File: src/rtl/sseg_mux_driver.sv
// Time-multiplexed seven-segment driver: hex decode, blanking, leading-zero
// suppression, frame-synchronous updates, anti-ghost guard. Optional PWM dimming under SSEG_DIMMING_EN.
module sseg_mux_driver #(
    parameter int NUM_DIGITS  = 4,
    parameter int DIV_W       = 16,
    parameter int GUARD_CYC   = 4,
    parameter int AN_ACT_LOW  = 1,
    parameter int SEG_ACT_LOW = 1
) (
    input  logic                    clk,
    input  logic                    reset,
    input  logic [4*NUM_DIGITS-1:0] data,
    input  logic [NUM_DIGITS-1:0]   dp_in,
    input  logic [NUM_DIGITS-1:0]   blank,
    input  logic                    lz_en,
    input  logic                    load,
`ifdef SSEG_DIMMING_EN
    input  logic [3:0]              brightness,
`endif
    output logic [6:0]              sseg,
    output logic                    dp,
    output logic [NUM_DIGITS-1:0]   an,
    output logic                    frame_done
);

    localparam int IDX_W = (NUM_DIGITS > 1) ? $clog2(NUM_DIGITS) : 1;
    localparam logic [IDX_W-1:0]      LAST_IDX = IDX_W'(NUM_DIGITS - 1);
    localparam logic [DIV_W-1:0]      GUARD_V  = DIV_W'(GUARD_CYC);
    localparam logic [6:0]            SEG_XOR  = (SEG_ACT_LOW != 0) ? 7'h7F : 7'h00;
    localparam logic                  DP_XOR   = (SEG_ACT_LOW != 0);
    localparam logic [NUM_DIGITS-1:0] AN_XOR   = (AN_ACT_LOW != 0) ? '1 : '0;

    function automatic logic [6:0] hex_font(input logic [3:0] nib);
        case (nib)
            4'h0: hex_font = 7'h3F;  4'h1: hex_font = 7'h06;
            4'h2: hex_font = 7'h5B;  4'h3: hex_font = 7'h4F;
            4'h4: hex_font = 7'h66;  4'h5: hex_font = 7'h6D;
            4'h6: hex_font = 7'h7D;  4'h7: hex_font = 7'h07;
            4'h8: hex_font = 7'h7F;  4'h9: hex_font = 7'h6F;
            4'hA: hex_font = 7'h77;  4'hB: hex_font = 7'h7C;
            4'hC: hex_font = 7'h39;  4'hD: hex_font = 7'h5E;
            4'hE: hex_font = 7'h79;  default: hex_font = 7'h71;
        endcase
    endfunction

    logic [DIV_W-1:0]        prescaler_q, prescaler_d;
    logic [IDX_W-1:0]        idx_q, idx_d;
    logic                    pending_q, pending_d;
    logic [4*NUM_DIGITS-1:0] stage_data_q, stage_data_d, shadow_data_q, shadow_data_d;
    logic [NUM_DIGITS-1:0]   stage_dp_q, stage_dp_d, shadow_dp_q, shadow_dp_d;
    logic [NUM_DIGITS-1:0]   stage_blank_q, stage_blank_d, shadow_blank_q, shadow_blank_d;
    logic [6:0]              sseg_q, sseg_d;
    logic                    dp_q, dp_d;
    logic [NUM_DIGITS-1:0]   an_q, an_d;
    logic                    frame_done_q, frame_done_d;

    logic                    boundary, wrap;
    logic [3:0]              nib;
    logic                    dp_bit, blank_bit, upper_nz, dark, lit;
    logic [6:0]              seg_on;
    logic [NUM_DIGITS-1:0]   an_on;

    // Scan timing and tear-free data staging
    always_comb begin
        boundary       = &prescaler_q;
        wrap           = boundary && (idx_q == LAST_IDX);
        prescaler_d    = prescaler_q + DIV_W'(1);
        idx_d          = idx_q;
        pending_d      = pending_q;
        stage_data_d   = stage_data_q;
        stage_dp_d     = stage_dp_q;
        stage_blank_d  = stage_blank_q;
        shadow_data_d  = shadow_data_q;
        shadow_dp_d    = shadow_dp_q;
        shadow_blank_d = shadow_blank_q;
        if (boundary) begin
            idx_d = wrap ? '0 : idx_q + IDX_W'(1);
        end
        if (load) begin
            stage_data_d  = data;
            stage_dp_d    = dp_in;
            stage_blank_d = blank;
            pending_d     = 1'b1;
        end
        if (wrap) begin
            pending_d = 1'b0;
            // A load landing on the wrap edge bypasses staging so it shows this frame.
            if (load) begin
                shadow_data_d  = data;
                shadow_dp_d    = dp_in;
                shadow_blank_d = blank;
            end else if (pending_q) begin
                shadow_data_d  = stage_data_q;
                shadow_dp_d    = stage_dp_q;
                shadow_blank_d = stage_blank_q;
            end
        end
    end

    // Digit selection, suppression and pin polarity
    always_comb begin
        nib       = 4'h0;
        dp_bit    = 1'b0;
        blank_bit = 1'b0;
        upper_nz  = 1'b0;
        an_on     = '0;
        for (int j = 0; j < NUM_DIGITS; j++) begin
            if (IDX_W'(j) == idx_q) begin
                nib       = shadow_data_q[4*j +: 4];
                dp_bit    = shadow_dp_q[j];
                blank_bit = shadow_blank_q[j];
            end
            if ((IDX_W'(j) >= idx_q) && (shadow_data_q[4*j +: 4] != 4'h0)) begin
                upper_nz = 1'b1;
            end
        end
        dark = blank_bit | (lz_en & (idx_q != '0) & ~upper_nz);
        lit  = ~dark & (prescaler_q >= GUARD_V);
`ifdef SSEG_DIMMING_EN
        lit  = lit & (prescaler_q[DIV_W-1 -: 4] <= brightness);
`endif
        for (int j = 0; j < NUM_DIGITS; j++) begin
            an_on[j] = lit && (IDX_W'(j) == idx_q);
        end
        seg_on       = dark ? 7'h00 : hex_font(nib);
        sseg_d       = seg_on ^ SEG_XOR;
        dp_d         = (~dark & dp_bit) ^ DP_XOR;
        an_d         = an_on ^ AN_XOR;
        frame_done_d = wrap;
    end

    always_ff @(posedge clk) begin
        if (!reset) begin
            prescaler_q    <= '0;
            idx_q          <= '0;
            pending_q      <= 1'b0;
            stage_data_q   <= '0;
            stage_dp_q     <= '0;
            stage_blank_q  <= '0;
            shadow_data_q  <= '0;
            shadow_dp_q    <= '0;
            shadow_blank_q <= '0;
            sseg_q         <= SEG_XOR;
            dp_q           <= DP_XOR;
            an_q           <= AN_XOR;
            frame_done_q   <= 1'b0;
        end else begin
            prescaler_q    <= prescaler_d;
            idx_q          <= idx_d;
            pending_q      <= pending_d;
            stage_data_q   <= stage_data_d;
            stage_dp_q     <= stage_dp_d;
            stage_blank_q  <= stage_blank_d;
            shadow_data_q  <= shadow_data_d;
            shadow_dp_q    <= shadow_dp_d;
            shadow_blank_q <= shadow_blank_d;
            sseg_q         <= sseg_d;
            dp_q           <= dp_d;
            an_q           <= an_d;
            frame_done_q   <= frame_done_d;
        end
    end

    assign sseg       = sseg_q;
    assign dp         = dp_q;
    assign an         = an_q;
    assign frame_done = frame_done_q;

endmodule

File: config.mk
export PLATFORM = sky130hd
export DESIGN_NAME = sseg_mux_driver
export DESIGN_NICKNAME = d
export VERILOG_FILES = /design/src/rtl/sseg_mux_driver.sv
export SDC_FILE = /design/constraint.sdc
export NUM_CORES = 1
export LEC_CHECK = 0
export BUFFER_PORTS_ARGS = -buffer_cell sky130_fd_sc_hd__buf_2
export CORE_AREA = 2 2 114 116
export CTS_BUF_LIST = sky130_fd_sc_hd__clkbuf_2 sky130_fd_sc_hd__clkbuf_4 sky130_fd_sc_hd__clkbuf_8
export CTS_CLUSTER_DIAMETER = 150
export DETAILED_ROUTE_END_ITERATION = 6
export DIE_AREA = 0 0 116 118
export PLACE_DENSITY_LB_ADDON = 0.12
export SYNTH_ARGS = -nofsm -noshare
export SYNTH_HDL_FRONTEND = slang
export SYNTH_SLANG_ARGS = --single-unit
File: constraint.sdc
create_clock -name clk -period 5.65 [get_ports clk]
set_clock_uncertainty 0.15 [all_clocks]
set_input_delay 0.8475 -clock clk [delete_from_list [all_inputs] [get_ports clk]]
set_output_delay 0.8475 -clock clk [all_outputs]
set_load 0.01 [all_outputs]
; Word level (Yosys, flattened, before mapping)
; Memory sizes are Yosys's and may differ from the RTL's.
; Cells that the tools add are included.
[totals]
output_inout_bits = 13
mem_count = 1
elab_cells = 79
register_bits = 80
romBits = 112
inputBits = 28
[classes]
n_reduce_logical = 19
bitwise_logic = 11
n_mux = 24
n_eq_ne = 4
order_cmp = 5
addsub = 2
[mem_list]
columns = name, words, word_bits, read_ports, rd_ports_with_merged_regs, wr, line_no
row1 = (no name shown), 16, 7, 1, 0, 0, 34  ; case (nib)
[ops]
columns = operator, n
row1 = two-way mux 16 bit, 2
row2 = two-way mux 4 bit, 8
row3 = "adder 16 x 1 -> 16 bit, second input constant", 1
row4 = ">= comparator 16 x 3 -> 1 bit, second input constant", 1
row5 = AND reduction 16 bit, 1
row6 = nonzero test 4 bit, 4
row7 = two-way mux 1 bit, 12
row8 = logical AND 1 bit, 9
row9 = two-way mux 7 bit, 1
row10 = inverter 7 bit, 1
row11 = AND 1 bit, 4
row12 = "== test 2 bit, first input constant", 2
row13 = ">= comparator 1 x 2 -> 1 bit, first input constant", 2
row14 = ">= comparator 2 bit, first input constant", 2
row15 = inverter 1 bit, 4
row16 = inverter 4 bit, 1
row17 = nonzero test 2 bit, 2
row18 = "adder 2 x 1 -> 2 bit, second input constant", 1
row19 = "== test 1 x 2 -> 1 bit, first input constant", 1
row20 = "== test 2 bit, second input constant", 1
row21 = zero test 2 bit, 1
row22 = two-way mux 2 bit, 1
row23 = AND reduction 2 bit, 1
row24 = OR reduction 2 bit, 1
row25 = OR 1 bit, 1

; Longest topological paths before layout
[depth]
word_depth = 13
mapped_depth = 11
mapped_depth_nobuf = 10

; Worst setup path after synthesis
; OpenSTA, ideal clock, no wires.
[synth_timing]
path_kind = input to register
start = input port load
end = register shadow_data_q[10]
setup_ns = 0.121
slack_ns = 3.128
path_buffers = 3
arrival_time_ns = 2.250
required_time_ns = 5.379
cell_stages = 6
path_cell_list = clkbuf_1 -> o21ai_0 -> or4_4 -> buf_6 -> buf_12 -> mux2_4
[synth_via]
elab_chain_len = 2
word_cells_on_any_way = 3
[synth_rtl]
columns = element, line_no
row1 = from (decl), 16  ; input logic load,
row2 = nonzero test 2 bit (no line), n/a
row3 = AND reduction 2 bit (no line), n/a
row4 = to (signal assigned), 154  ; shadow_data_q <= shadow_data_d;
row5 = to (decl), 49  ; logic [4*NUM_DIGITS-1:0] stage_data_q, stage_data_d, shadow_data_q, shadow_data_d;
; Several ways; a longest one is shown, not always the timed one.
; A chain may end at the register's enable or synchronous reset.

; Worst setup path after layout
[layout_timing]
start = register idx_q[0]
end = register sseg_q[3] (netlist: sseg[3])
[layout_via]
elab_chain_len = 11
word_cells_on_any_way = 32
[layout_rtl]
columns = element, line_no
row1 = from (decl), 47  ; logic [IDX_W-1:0] idx_q, idx_d;
row2 = from (signal assigned), 149  ; idx_q <= idx_d;
row3 = branches (longest 9 deep; another with memory read (16 x 7 bit)), n/a
row4 = two-way mux 7 bit *, 125  ; seg_on = dark ? 7'h00 : hex_font(nib);
row5 = inverter 7 bit (no line) *, n/a
row6 = to (signal assigned), 157  ; sseg_q <= sseg_d;
row7 = to (decl), 52  ; logic [6:0] sseg_q, sseg_d;
; Mark *: on every way between the ends.

==> impl_metrics.tcl <==
set metrics [dict create \
    synthXorXnorAreaFrac_pct 3.37 \
    p_sw_share_pct 22.4 \
    slew_violations 0 \
    fin_ws_ps 2740 \
    grt_overflow 0 \
    max_freq_mhz 343 \
    rsz0062_at_grt "no" \
    ys_warn_count 0 \
    dpl_cell_area_mm2 0.00396 \
    cpPeakStageDelay_ps 580 \
    slowest_stage "ha_1" \
    final_antenna_net_count 0 \
    synth_top_flop_cell "dfxtp_1" \
    cp_top_family "adder cells" \
    dp_slack_ps 2510 \
    p_int_uw 805 \
    finalSetupViolCount 0 \
    placementRows 41 \
    postCtsHoldBufs 0 \
    power_frac_seq_pct 56.2 \
    crit_top_cell "ha_1" \
    clkSinkCount 80 \
    cap_violations 0 \
    cts_made_buffers 9 \
    htreeDepth 3 \
    synth_edf_count 0 \
    status "completed" \
    muxShareOfSynthArea_pct 13.9 \
    cp_max_fo 16 \
    final-hold-violation-count 0 \
    synthArstFlopShare_pct 0 \
    synth_compound_area_share_pct 5.84 \
    required_ps 5700 \
    min_period_over_period_pct 51.6 \
    relSlewSlack_pct 27.6 \
    num_vias 2519 \
    p_switching_uw 233 \
    final_net_count 440 \
    synth_nets 406 \
    syn_area_mm2 0.00364 \
    synth-seq-area-share_pct 44.0 \
    fp.dieArea_mm2 0.0137 \
    core_area_mm2 0.0124 \
    dr.pass1.iters 4 \
    grt_use_total_pct 11.7 \
    p_leak_nw 1.73 \
    wl_per_cell_um 12.9 \
    cts_tree "yes" \
    vdd_drop_max_mv 0.106 \
    antenna_found_initial 0 \
    initial_core_util_pct 29.3 \
    worstMarginPinSlew_ps 1080 \
    ys_types 43 \
    worstSkewPairLatency_ps 350 \
    worst_hold_path_type "reg2reg" \
    cp.buffers_inverters 1 \
    grt_pass1_vias 2598 \
    min_period_ps 2910 \
    clkTransAtPathRegs_ps 80 \
    power_mw 1.04 \
    worstPathCellList "ha_1 > nor2_1 > a31oi_1 > inv_1 > ha_1 > a21oi_1 > a22o_1 > nand2_1" \
    drc 0 \
    io_pins 41 \
    worst_setup_path_start_kind "flop" \
    die_w_um 116 \
    synth-adder-area-share_pct 4.47 \
    crit_type "reg2reg" \
    area_growth_pct 13.7 \
    port_buffers 40 \
    critPathArrivalTime_ps 2960 \
    cp-end-kind "flop" \
    combPwrFrac_pct 5.2 \
    antenna_cells 0 \
    place_hpwl_um 5050 \
    layout-drive-gt1-share_pct 19.2 \
    setup_tns_ps 0 \
    grt_max_degree 71 \
    cts_setup_buffers 0 \
    yosys.area_share.simple_pct 24.4 \
    die_h_um 118 \
    p_per_area_mw_per_mm2 251 \
    gp_congestion 0.720 \
    avgSynthCellArea_um2 9.97 \
    routed_wl_um 7400 \
    synth_top_family_by_area "simple AND/OR/NAND/NOR gates" \
    cts_buffer_depth 2 \
    p_clk_share_pct 38.6 \
    grt_first_pass_wirelength_um 12700 \
    netlist_instances 365 \
    cts-root-buf "clkbuf_8" \
    design_area_mm2 0.00414 \
    fin_hold_ws_ps 306 \
    avgViaCountPerCell 4.39 \
    post_cts_resized 0 \
    rrSetupSlack_ps 2740 \
    drtIter0Drc 103 \
    synth_seq_cells 80 \
]
-- cells in the final DEF (no fill, tap or decap), types with 2 or more instances in the layout --
master / instances
nand3_1: 15
nand2b_1: 14
o21ai_0: 5
nor2b_1: 30
a31oi_1: 2
nor2_1: 4
xor2_1: 5
dfxtp_1: 80
nand3b_1: 6
o221ai_1: 5
nor3b_1: 2
xnor2_1: 9
nand2_1: 33
a21oi_1: 8
nor3_1: 3
nand4_1: 5
buf_2: 40
and2_1: 30
nor4_1: 5
inv_1: 11
ha_1: 13
mux2_2: 3
clkbuf_4: 2
mux2i_1: 29
clkbuf_8: 12
a311oi_2: 2
and3_1: 2
mux2_4: 12
-- tightest hold or removal path: cells and delay by family (launching register included) --
family | cells | cell delay, ps
flip-flops | 1 | 320
AND/OR/NAND/NOR | 2 | 100
-- cell families after synthesis --
| group | Yosys count |
|---|---|
| AND/OR/NAND/NOR | 156 |
| flip-flops | 80 |
| multiplexers | 44 |
| AO/OA/AOI/OAI | 29 |
| buffers and inverters | 29 |
| XOR/XNOR | 14 |
| adder cells (fa/ha/maj) | 13 |
-- cells in the mapped netlist (6+ instances only) --
cell type   n  area, um^2
dfxtp_1    80        1600
nand2_1    33         124
and2_1     30         188
nor2b_1    30         188
mux2i_1    29         290
nand3_1    15        75.1
nand2b_1   14        87.6
ha_1       13         163
mux2_4     12         180
inv_1      11        41.3
clkbuf_1   10        37.5
xnor2_1     9        78.8
a21oi_1     8        40.0
nand3b_1    6        45.0
-- layer usage --
| layer | part of all wire, % | wire (um) | global-route usage, % | vias to the layer above |
|---|---|---|---|---|
| met5 | 0 | 0 | 0 | - |
| met4 | 2.0 | 149 | 5.36 | 0 |
| met3 | 3.2 | 234 | 2.57 | 10 |
| met2 | 44 | 3220 | 17.8 | 30 |
| met1 | 51 | 3790 | 15.6 | 1172 |
| li1 | - | - | - | 1307 |
-- final timing paths --
| path | start | end | cells past startpoint |
|---|---|---|---|
| max | idx_q[0] | sseg[3] | 8 |
| min | shadow_blank_q[0] | shadow_blank_q[0] | 2 |
| max reg2reg | idx_q[0] | sseg[3] | 8 |
| min reg2reg | shadow_blank_q[0] | shadow_blank_q[0] | 2 |
-- power by group through the flow --
stage / registers, mW / clock network [mW] / logic, mW
floorplan: 0.597 / 0 / 0.0339
global placement: 0.597 / 0 / 0.0542
detailed placement: 0.597 / 0 / 0.0555
CTS: 0.584 / 0.417 / 0.0556
global route: 0.585 / 0.439 / 0.0613
finish: 0.583 / 0.401 / 0.0539
-- flip-flops by register name (all words and copies together), names as in the netlist --
| name | cells |
|---|---|
| stage_dp_q | 4 |
| sseg | 7 |
| shadow_data_q | 16 |
| dp | 1 |
| pending_q | 1 |
| idx_q | 2 |
| shadow_dp_q | 4 |
| shadow_blank_q | 4 |
| stage_blank_q | 4 |
| prescaler_q | 16 |
| an | 4 |
| stage_data_q | 16 |
| frame_done | 1 |
-- final cells by class --
cell class,instances,area [um^2]
flip-flops and latches,80,1600
fillers,1332,8280
multi-input cells,256,1890
well taps,172,215
repair buffers,41,208
clock buffers,14,180
inverters,11,41.3
-- per-stage QoR --
step	utilization [%]	cells
after global routing	33.3	574
after detailed placement	31.9	560
after floorplan	-	365
after CTS	33.3	574
final	33.3	574
after global placement	31.9	560
No activity file was read; power rests on OpenSTA's default activity.
